`src/rtl/instruction_sequencer.sv`:
```
`default_nettype none
// +----------------------------------------------------------------------------+
// | instruction_sequencer: four-phase ADD/SUB/LI/DISP sequencer that drives an  |
// | external register file and retires one instruction every four cycles.      |
// | Rev 1.0 - initial release                                                  |
// +----------------------------------------------------------------------------+
module instruction_sequencer #(
  parameter int COUNT_WIDTH = 8
) (
  input  logic                   input_Clock,
  input  logic                   input_Reset,
  input  logic                   input_Instruction_Valid,
  input  logic [7:0]             input_Instruction,
  output logic                   output_Instruction_Ready,
  input  logic [7:0]             input_Read_Data1,
  input  logic [7:0]             input_Read_Data2,
  output logic                   output_Read_Write,
  output logic [1:0]             output_Read_Register1,
  output logic [1:0]             output_Read_Register2,
  output logic [1:0]             output_Write_Register,
  output logic [7:0]             output_Write_Data,
  output logic                   output_Display_Valid,
  output logic [7:0]             output_Display_Data,
  output logic [COUNT_WIDTH-1:0] output_Instruction_Count
);

  localparam logic [1:0] c_OP_ADD  = 2'b00;
  localparam logic [1:0] c_OP_LI   = 2'b01;
  localparam logic [1:0] c_OP_DISP = 2'b10;
  localparam logic [1:0] c_OP_SUB  = 2'b11;

  typedef enum logic [1:0] {
    IDLE      = 2'd0,
    DECODE    = 2'd1,
    EXECUTE   = 2'd2,
    WRITEBACK = 2'd3
  } state_t;

  state_t                 r_state;
  state_t                 w_state_next;
  logic [7:0]             r_instr;
  logic [7:0]             r_result;
  logic [7:0]             r_display_data;
  logic [COUNT_WIDTH-1:0] r_count;
  logic                   w_accept;
  logic                   w_writes_reg;
  logic [1:0]             w_op;
  logic [1:0]             w_rs;
  logic [1:0]             w_rt;
  logic [1:0]             w_rd;
  logic [7:0]             w_result;

  assign w_op = r_instr[7:6];
  assign w_rs = r_instr[5:4];
  assign w_rt = r_instr[3:2];
  assign w_rd = r_instr[1:0];
  assign w_writes_reg = (w_op != c_OP_DISP);

  always_comb begin
    w_result = input_Read_Data1;
    case (w_op)
      c_OP_ADD: w_result = input_Read_Data1 + input_Read_Data2;
      c_OP_SUB: w_result = input_Read_Data1 - input_Read_Data2;
      c_OP_LI:  w_result = {{4{r_instr[3]}}, r_instr[3:0]};
      default:  w_result = input_Read_Data1;
    endcase
  end

  always_ff @(posedge input_Clock or posedge input_Reset) begin
    if (input_Reset) begin
      r_state <= IDLE;
    end else begin
      r_state <= w_state_next;
    end
  end

  always_comb begin
    w_state_next             = r_state;
    w_accept                 = 1'b0;
    output_Instruction_Ready = 1'b0;
    output_Read_Register1    = 2'b00;
    output_Read_Register2    = 2'b00;
    output_Read_Write        = 1'b0;
    output_Write_Register    = 2'b00;
    output_Write_Data        = 8'h00;
    output_Display_Valid     = 1'b0;
    case (r_state)
      IDLE: begin
        // Ready is suppressed while reset is held so no transfer can occur.
        output_Instruction_Ready = ~input_Reset;
        w_accept                 = input_Instruction_Valid & ~input_Reset;
        if (w_accept) w_state_next = DECODE;
      end
      DECODE: begin
        output_Read_Register1 = w_rs;
        output_Read_Register2 = w_rt;
        w_state_next          = EXECUTE;
      end
      EXECUTE: begin
        output_Read_Register1 = w_rs;
        output_Read_Register2 = w_rt;
        w_state_next          = WRITEBACK;
      end
      WRITEBACK: begin
        // LI writes the register named in the rs field; ADD/SUB write rd.
        output_Read_Write     = w_writes_reg;
        output_Write_Register = !w_writes_reg ? 2'b00 : (w_op == c_OP_LI) ? w_rs : w_rd;
        output_Write_Data     = w_writes_reg ? r_result : 8'h00;
        output_Display_Valid  = ~w_writes_reg;
        w_state_next          = IDLE;
      end
      default: w_state_next = IDLE;
    endcase
  end

  always_ff @(posedge input_Clock or posedge input_Reset) begin
    if (input_Reset) begin
      r_instr        <= 8'h00;
      r_result       <= 8'h00;
      r_display_data <= 8'h00;
      r_count        <= '0;
    end else begin
      if (w_accept) r_instr <= input_Instruction;
      // Operands are captured before any write, so aliased rs/rt/rd are safe.
      if (r_state == EXECUTE) begin
        r_result <= w_result;
        if (!w_writes_reg) r_display_data <= input_Read_Data1;
      end
      if (r_state == WRITEBACK) r_count <= r_count + COUNT_WIDTH'(1);
    end
  end

  assign output_Display_Data      = r_display_data;
  assign output_Instruction_Count = r_count;

endmodule
`default_nettype wire

```
`config.mk`:
```
export PLATFORM = sky130hd
export DESIGN_NAME = instruction_sequencer
export DESIGN_NICKNAME = d
export VERILOG_FILES = /design/src/rtl/instruction_sequencer.sv
export SDC_FILE = /design/constraint.sdc
export NUM_CORES = 1
export LEC_CHECK = 0
export ABC_CLOCK_PERIOD_IN_PS = 2700
export CAP_MARGIN = 40
export CORE_ASPECT_RATIO = 1.5
export CORE_MARGIN = 2
export CORE_UTILIZATION = 48
export CTS_CLUSTER_SIZE = 40
export DETAILED_ROUTE_END_ITERATION = 10
export PLACE_DENSITY = 0.81
export REMOVE_ABC_BUFFERS = 1
export SYNTH_ARGS = -nofsm -noshare
export SYNTH_HDL_FRONTEND = slang
export SYNTH_SLANG_ARGS = --single-unit
```
`constraint.sdc`:
```
create_clock -name input_Clock -period 2.7 [get_ports input_Clock]
set_input_delay 0.675 -clock input_Clock [delete_from_list [all_inputs] [get_ports input_Clock]]
set_output_delay 0.675 -clock input_Clock [all_outputs]
set_load 0.005 [all_outputs]
```
# ---- Word level (Yosys, flattened, before mapping)
# Cells that the tools add are included.
dict set report totals {
  regBits 34
  input_bits 27
  output_inout_bits 33
  word_cells 36
}
dict set report op_classes {
  n_addsub 3
  n_eq_ne 7
  muxes 14
  n_bitwise 3
  n_reduce_logical 4
}
# op n
set ops {}
lappend ops {{one-hot mux 8 bit (3 select lines)} 1}
lappend ops {{two-way mux 8 bit} 2}
lappend ops {{two-way mux 2 bit} 6}
lappend ops {{adder 8 x 1 -> 8 bit, second input constant} 1}
lappend ops {{adder 8 bit} 1}
lappend ops {{one-hot mux 2 bit (4 select lines)} 1}
lappend ops {{subtractor 8 bit} 1}
lappend ops {{== test 2 bit, second input constant} 3}
lappend ops {{== test 2 x 1 -> 1 bit, second input constant} 2}
lappend ops {{logical NOT 2 bit} 2}
lappend ops {{two-way mux 1 bit} 4}
lappend ops {{inequality test 2 bit, second input constant} 2}
lappend ops {{inverter 1 bit} 2}
lappend ops {{AND reduction 2 bit} 1}
lappend ops {{OR reduction 2 bit} 1}
lappend ops {{AND 1 bit} 1}

# ---- Longest topological paths before layout
# Gate-level depths: netlist (run 1).
dict set report logic_depth {
  depth_word 4
  mapped_depth 11
  ltp_nobuf 11
}

# ---- Least setup slack after synthesis (run 1)
# Ideal clock, no wire load.
dict set report synth_timing {
  kind {input to register}
  startpoint {input port input_Read_Data2[0]}
  endpoint {register r_result[4]}
  setup_ps 72
  arrival_time_ps 2421
  t_required_ps 2628
  slack_ps 208
  stages 10
  path_buffers 0
  path_cell_list {inv_1 > ha_1 > mux2_2 > fa_1 > nor2b_4 > o21ai_2 > nand2_1 > nor2_1 > o311a_2 > nor2_1}
}
dict set report synth_between {
  elab_chain_cells 2
  elab_cells_between_ends 3
  classes_between {2 x add/sub; 1 x mux}
}
# item line_no
set synth_lines {}
lappend synth_lines {{from (decl)} 16} ;# input logic [7:0] input_Read_Data2,
lappend synth_lines {{subtractor 8 bit or adder 8 bit (tied branches)} {63, 62}}
lappend synth_lines {{one-hot mux 8 bit (3 select lines) *} 61} ;# case (w_op)
lappend synth_lines {{to (signal assigned)} 126} ;# r_result <= w_result;
lappend synth_lines {{to (decl)} 42} ;# logic [7:0] r_result;
# Every way passes the cells marked *; elsewhere a longest branch is shown, timed or not.
# A chain may end at the register's enable or synchronous reset.

# ---- Worst setup path in the final report (run 1)
dict set report layout_timing {
  startpoint {input port r_instr[6]}
  endpoint {output port output_Write_Data[1]}
}
dict set report layout_between {
  elab_chain_cells 3
}
# item line_no
set layout_lines {}
lappend layout_lines {{from (decl)} 41} ;# logic [7:0] r_instr;
lappend layout_lines {{inequality test 2 bit} 57} ;# assign w_writes_reg = (w_op != c_OP_DISP);
lappend layout_lines {{two-way mux 8 bit} 108} ;# output_Write_Data = w_writes_reg ? r_result : 8'h00;
lappend layout_lines {{two-way mux 8 bit} 87} ;# case (r_state)
lappend layout_lines {{to (decl)} 21} ;# output logic [7:0] output_Write_Data,
# No other way between the ends.

==> results of run 1 <==
[state kept, by name, summed over array words and instances, names as in the netlist]
signal,count
r_instr,8
r_result,8
output_Instruction_Count,8
output_Display_Data,8
r_state,2
[cell usage after synthesis (all sizes together) (4+ instances only)]
master / n
and2: 13
ha: 16
dfrtp: 34
nor2b: 4
inv: 17
nand2: 18
o21ai: 18
mux2: 19
xor2: 4
o21a: 4
a21oi: 7
a31oi: 4
xnor2: 13
nor2: 13
[where the power goes]
part | internal, uW | total, uW | switching (uW)
sequential | 751 | 912 | 161
combinational | 1040 | 1810 | 776
clock | 394 | 582 | 188
total | 2180 | 3310 | 1120
[routing by layer]
| layer | share of wire, % | track usage [%] | up-vias | routed length [um] |
|---|---|---|---|---|
| li1 | - | - | 872 | - |
| met1 | 40 | 22.6 | 830 | 1850 |
| met2 | 54 | 36.7 | 35 | 2500 |
| met3 | 3.2 | 3.70 | 7 | 148 |
| met4 | 2.1 | 8.88 | 0 | 95 |
| met5 | 0 | 0 | - | 0 |
[worst max-delay path, stage by stage (launching register included)]
cell                              delay (ns)
sky130_fd_sc_hd__dfrtp_1                0.38
sky130_fd_sc_hd__inv_1                  0.05
sky130_fd_sc_hd__ha_1                   0.20
sky130_fd_sc_hd__nand2b_2               0.24
sky130_fd_sc_hd__clkinvlp_4             0.13
sky130_fd_sc_hd__and2_1                 0.13
sky130_fd_sc_hd__clkdlybuf4s50_1        0.50
[through the flow]
stage / instance area, um2 / total power (uW)
global route: 2990 / 3550
finish: 2990 / 3310
global placement: 2800 / 2620
CTS: 2970 / 3290
detailed placement: 2800 / 2680
floorplan: 2070 / 1940
[area by class of cell]
| cell class | count | area (um2) |
|---|---|---|
| Timing Repair inverter | 1 | 7.51 |
| Clock buffer | 6 | 82.6 |
| Sequential cell | 34 | 851 |
| Fill cell | 320 | 1220 |
| Multi-Input combinational cell | 154 | 1170 |
| Clock inverter | 2 | 60.1 |
| Inverter | 17 | 63.8 |
| Tap cell | 46 | 57.6 |
| Timing Repair Buffer | 74 | 701 |
[logic make-up (layout without fill, tap and decap cells)]
family	count (synthesis)	count (layout)	share of synthesized area, %
AND/OR/NAND/NOR	58	58	14.0
flip-flops	34	34	40.8
AO/OA/AOI/OAI	41	41	12.2
XOR/XNOR	17	17	7.13
adder cells (fa/ha/maj)	17	17	10.6
multiplexers	21	21	11.2
buffers and inverters	22	100	4.08
[worst max-delay path by stage]
stage	startpoint	end	slack (ns)
after global placement	input_Read_Data2[0]	r_result[7]$_DFFE_PP0P_	-0.35
final	r_instr[6]$_DFFE_PP0P_	output_Write_Data[1]	0.09
after global routing	r_instr[6]$_DFFE_PP0P_	output_Write_Data[2]	0.003
after detailed placement	input_Read_Data2[0]	r_result[7]$_DFFE_PP0P_	-0.38
after floorplan	input_Read_Data2[0]	r_result[4]$_DFFE_PP0P_	0.21
after CTS	input_Read_Data2[0]	r_result[7]$_DFFE_PP0P_	0.001
[timing repair]
action	in CTS	in global routing
setup buffers	1	2
gates resized for setup	7	2
setup endpoints to repair	7	10
cloned	0	1
pin swaps	5	4
==> results_dict.tcl, run 1 <==
set metrics [dict create \
    timing.critical_path.arrival_ns 1.93 \
    outcome "finished clean" \
    numPortBuffers 59 \
    core.rowCount 29 \
    worstSetupEndpointType "primary output" \
    flow.area_growth_from_synthesis_pct 43.3 \
    worstReg2RegStart "r_instr[7]$_DFFE_PP0P_" \
    syn_avg_cell_area_um2 9.94 \
    yosysWarnings 0 \
    synth_area_leader_cell "sky130_fd_sc_hd__dfrtp_1" \
    grt_start_max_net_pins 35 \
    worst_clock_skew_ns 0.00645 \
    mostFrequentLayoutCells "sky130_fd_sc_hd__clkdlybuf4s50_1, sky130_fd_sc_hd__dfrtp_1, sky130_fd_sc_hd__nand2_1, sky130_fd_sc_hd__mux2_2" \
    worstHoldEndpoint "output_Instruction_Count[7]$_DFFE_PP0P_" \
    synth-edff-count 0 \
    worstRegToRegCells 10 \
    worstSkewPairLatency_ns 0.29 \
    fp.coreArea_um2 4210 \
    routabilityCongestion 0.823 \
    clk_pin_slew_worst_paths_ns 0.07 \
    overflow 0 \
    cts_buffers 5 \
    critPathRequiredTime_ns 2.03 \
    die-width_um 57.8 \
    nets 331 \
    final_core_utilization_pct 71.0 \
    drive_gt1_share_pct 18.4 \
    finalNonFillerCells 334 \
    top_level_ports 60 \
    finalHoldViolations 0 \
    worst_hold_path_type "register to register" \
    synth.cell_area_um2 2090 \
    synthTopCellsByArea "sky130_fd_sc_hd__dfrtp_1, sky130_fd_sc_hd__mux2_2, sky130_fd_sc_hd__ha_1" \
    die_area_um2 4900 \
    crit-reg2reg-capture "r_result[6]$_DFFE_PP0P_" \
    yosys_register_bits 34 \
    vdd_ir_drop_max_mv 0.851 \
    place_worst_setup_slack_ns -0.382 \
    worstHoldPathCells 1 \
    slew-limit-headroom_pct 66.7 \
    wirelength_per_cell_um 13.8 \
    detail_route.vias_per_cell 5.22 \
    cts_tree "done" \
    route.detailed.drc 0 \
    worst_slew_pin_slew_ns 0.498 \
    netlist_instances 210 \
    period_share_pct 96.6 \
    yosys.area.top_type_share_pct 40.8 \
    power_density_nw_per_um2 1110 \
    final_critical_path_setup_slack_ns 0.0918 \
    maxCapViolCount 0 \
    crit_fanout 4 \
    worstSetupPathType "register to primary output" \
    final_common_cell "sky130_fd_sc_hd__clkdlybuf4s50_1" \
    layout_min_cycle_time_ns 2.61 \
    finalHoldWorstSlack_ns 0.471 \
    grt_antenna_before_repair 0 \
    cp-start-kind "register" \
    reg2reg_setup_slack_ns 0.27 \
    detail-route-antenna-nets 0 \
    number_of_global_route_vias_before_repair 1761 \
    post-dp-hpwl_um 3560 \
    global_route_wire_length_before_repair_um 7750 \
    die_h_um 84.8 \
    drt-total-wl_um 4600 \
    synth_ff_type "sky130_fd_sc_hd__dfrtp_1" \
    num_antenna_cells 0 \
    firstDrtPassIters 4 \
    clk_root_buffer_cell "sky130_fd_sc_hd__clkbuf_8" \
    cts_max_level 2 \
    synth_cell_types 34 \
    initial_core_util_pct 49.6 \
    clockBufferDepth 2 \
    power_leakage_uw 0.00134 \
    grt.total_usage_pct 20.3 \
    clock_sink_count 34 \
    timing.hold.worst.start "output_Instruction_Count[7]$_DFFE_PP0P_" \
    max_freq_ghz 0.383 \
    cts_hold_buffers 0 \
    detail_route.iter0.violations 60 \
    asyncSetResetFlopFracSynth_pct 100 \
    placedCellCount 322 \
    synth_seq_area_share_pct 40.8 \
    num_vias 1744 \
    rsz0062_at_grt "false" \
    setup_viol_count_final 0 \
    tns_ns 0 \
    final_count_of_pins_violating_max_slew 0 \
]
No activity file was read; power rests on OpenSTA's default activity.
==> inputs of run 2 (changes only) <==
--- a/config.mk
+++ b/config.mk
@@ -8,11 +8,12 @@
 export ABC_CLOCK_PERIOD_IN_PS = 2700
 export CAP_MARGIN = 40
 export CORE_ASPECT_RATIO = 1.5
-export CORE_MARGIN = 2
+export CORE_MARGIN = 1
 export CORE_UTILIZATION = 48
 export CTS_CLUSTER_SIZE = 40
 export DETAILED_ROUTE_END_ITERATION = 10
 export PLACE_DENSITY = 0.81
+export RECOVER_POWER = 25
 export REMOVE_ABC_BUFFERS = 1
 export SYNTH_ARGS = -nofsm -noshare
 export SYNTH_HDL_FRONTEND = slang
==> run 2 against run 1 <==
Effect of this change: final cell count is the same; combinational power about the same; non-clock buffer count is the same; critical path depth did not move; register-to-register slack worse by 0.15 ns; sequential power is essentially flat; fmax shrank 0.78%; design area is 1.6% lower; clock power is 33% lower; clock-buffer cell count is the same; critical endpoint is now output_Write_Data[7].
==> results_dict.tcl, run 2 (synthesized netlist as in run 1, its figures left out) <==
set metrics [dict create \
    outcome "finished clean" \
    vdd_ir_drop_max_mv 0.613 \
    power.switching_fraction_pct 35.7 \
    combinationalPowerShare_pct 57.9 \
    cts_tree "done" \
    die-width_um 55.8 \
    die_area_um2 4620 \
    num_vias 1745 \
    met3_length_um 132 \
    worstSetupPathType "register to primary output" \
    number_of_global_route_vias_before_repair 1659 \
    maxCapViolCount 0 \
    initial_core_util_pct 49.6 \
    overflow 0 \
    cts_max_level 2 \
    core.rowCount 29 \
    detail_route.iter0.violations 49 \
    clock_sink_count 34 \
    crit_fanout 4 \
    max_freq_ghz 0.380 \
    finalNonFillerCells 334 \
    highest_layer "met4" \
    slew-limit-headroom_pct 45.2 \
    grt_start_max_net_pins 35 \
    placedCellCount 322 \
    wirelength_per_cell_um 13.5 \
    total_switching_power_uw 1100 \
    timing.critical_path.arrival_ns 1.95 \
    tns_ns 0 \
    finalHoldViolations 0 \
    numPortBuffers 59 \
    drive_gt1_share_pct 18.4 \
    worstSetupEndpointType "primary output" \
    grt.total_usage_pct 20.7 \
    detail_route.vias_per_cell 5.22 \
    nets 331 \
    routabilityCongestion 0.880 \
    final_count_of_pins_violating_max_slew 0 \
    power.share.clock_pct 12.6 \
    detailed_place.area_um2 2800 \
    clk_root_buffer_cell "sky130_fd_sc_hd__clkbuf_8" \
    layout.cell_area.non_filler_um2 2940 \
    num_antenna_cells 0 \
    top_level_ports 60 \
    route.detailed.drc 0 \
    drt-total-wl_um 4500 \
    cp-start-kind "register" \
    dr_wl_met2_um 2400 \
    worst_slew_pin_slew_ns 0.823 \
    detail-route-antenna-nets 0 \
    power_leakage_uw 0.00131 \
    post-dp-hpwl_um 3410 \
    power_density_nw_per_um2 1050 \
    worst_hold_path_type "register to register" \
    period_share_pct 97.4 \
    clk_pin_slew_worst_paths_ns 0.07 \
    flow.area_growth_from_synthesis_pct 40.9 \
    critPathRequiredTime_ns 2.03 \
    mostFrequentLayoutCells "sky130_fd_sc_hd__clkdlybuf4s50_1, sky130_fd_sc_hd__dfrtp_1, sky130_fd_sc_hd__nand2_1, sky130_fd_sc_hd__mux2_2" \
    firstDrtPassIters 4 \
    worstSkewPairLatency_ns 0.29 \
    worst_clock_skew_ns 0.00562 \
    power.share.sequential_pct 29.4 \
    fp.coreArea_um2 4210 \
    clockBufferDepth 2 \
    global_route_wire_length_before_repair_um 7270 \
    place_worst_setup_slack_ns -0.412 \
    layout_min_cycle_time_ns 2.63 \
    final_common_cell "sky130_fd_sc_hd__clkdlybuf4s50_1" \
    route.layer.met1.wl_um 1870 \
    cts_hold_buffers 0 \
    rsz0062_at_grt "true" \
    grt_antenna_before_repair 0 \
    setup_viol_count_final 0 \
    intPower_uw 1990 \
    final_critical_path_setup_slack_ns 0.0713 \
    cts_buffers 5 \
    die_h_um 82.8 \
]
[run 2: cell type report]
| class | instances | area [um2] |
|---|---|---|
| fillers | 332 | 1270 |
| multi-input cells | 154 | 1170 |
| flip-flops and latches | 34 | 851 |
| repair buffers | 74 | 696 |
| clock buffers | 6 | 82.6 |
| inverters | 17 | 63.8 |
| well taps | 46 | 57.6 |
| clock inverters | 2 | 12.5 |
| repair inverters | 1 | 5.00 |
[run 2: stage by stage]
step                utilization, %  power [uW]  hold slack, ns
floorplan                        -        1940           0.458
global placement              66.6        2610           0.460
detailed placement            66.6        2660           0.473
CTS                           69.5        3080           0.489
global route                  69.9        3350           0.520
finish                        69.9        3090           0.484
[run 2: what timing repair did]
item	CTS	global route
setup buffers	2	1
pin swaps	6	2
cloned	0	1
endpoints found under the setup margin	5	10
resized for setup	7	3
[run 2: worst paths after layout]
check / to / slack, ns / cells past startpoint / start
min in group asynchronous: output_Instruction_Count[0]$_DFFE_PP0P_ / 1.11 / 3 / input_Reset
max in group asynchronous: r_result[7]$_DFFE_PP0P_ / 1.06 / 3 / input_Reset
worst min register to register: output_Display_Data[1]$_DFFE_PP0P_ / 0.48 / 2 / output_Display_Data[1]$_DFFE_PP0P_
worst max-delay path: output_Write_Data[7] / 0.07 / 6 / r_instr[6]$_DFFE_PP0P_
worst min-delay path: output_Display_Data[1]$_DFFE_PP0P_ / 0.48 / 2 / output_Display_Data[1]$_DFFE_PP0P_
worst max register to register: r_result[5]$_DFFE_PP0P_ / 0.12 / 12 / r_instr[6]$_DFFE_PP0P_
[run 2: per-layer routing]
| layer | up-vias | track usage, % |
|---|---|---|
| met4 | 0 | 9.51 |
| met3 | 9 | 4.52 |
| met5 | - | 0 |
| met1 | 829 | 23.2 |
| met2 | 36 | 37.7 |
| li1 | 871 | - |
[run 2: worst max-delay path: stages (launching register included)]
cell                              delay (ns)
sky130_fd_sc_hd__dfrtp_1                0.40
sky130_fd_sc_hd__inv_1                  0.06
sky130_fd_sc_hd__ha_1                   0.20
sky130_fd_sc_hd__nand2b_2               0.23
sky130_fd_sc_hd__clkinvlp_2             0.15
sky130_fd_sc_hd__and2_1                 0.13
sky130_fd_sc_hd__clkdlybuf4s50_1        0.50
[run 2: power groups by stage]
stage	logic, uW	registers [uW]	clock network [uW]
2_1_floorplan	1040	893	0
3_3_place_gp	1700	913	0
3_5_place_dp	1740	924	0
4_1_cts	1770	913	399
5_1_grt	1980	947	425
6_report	1790	911	391
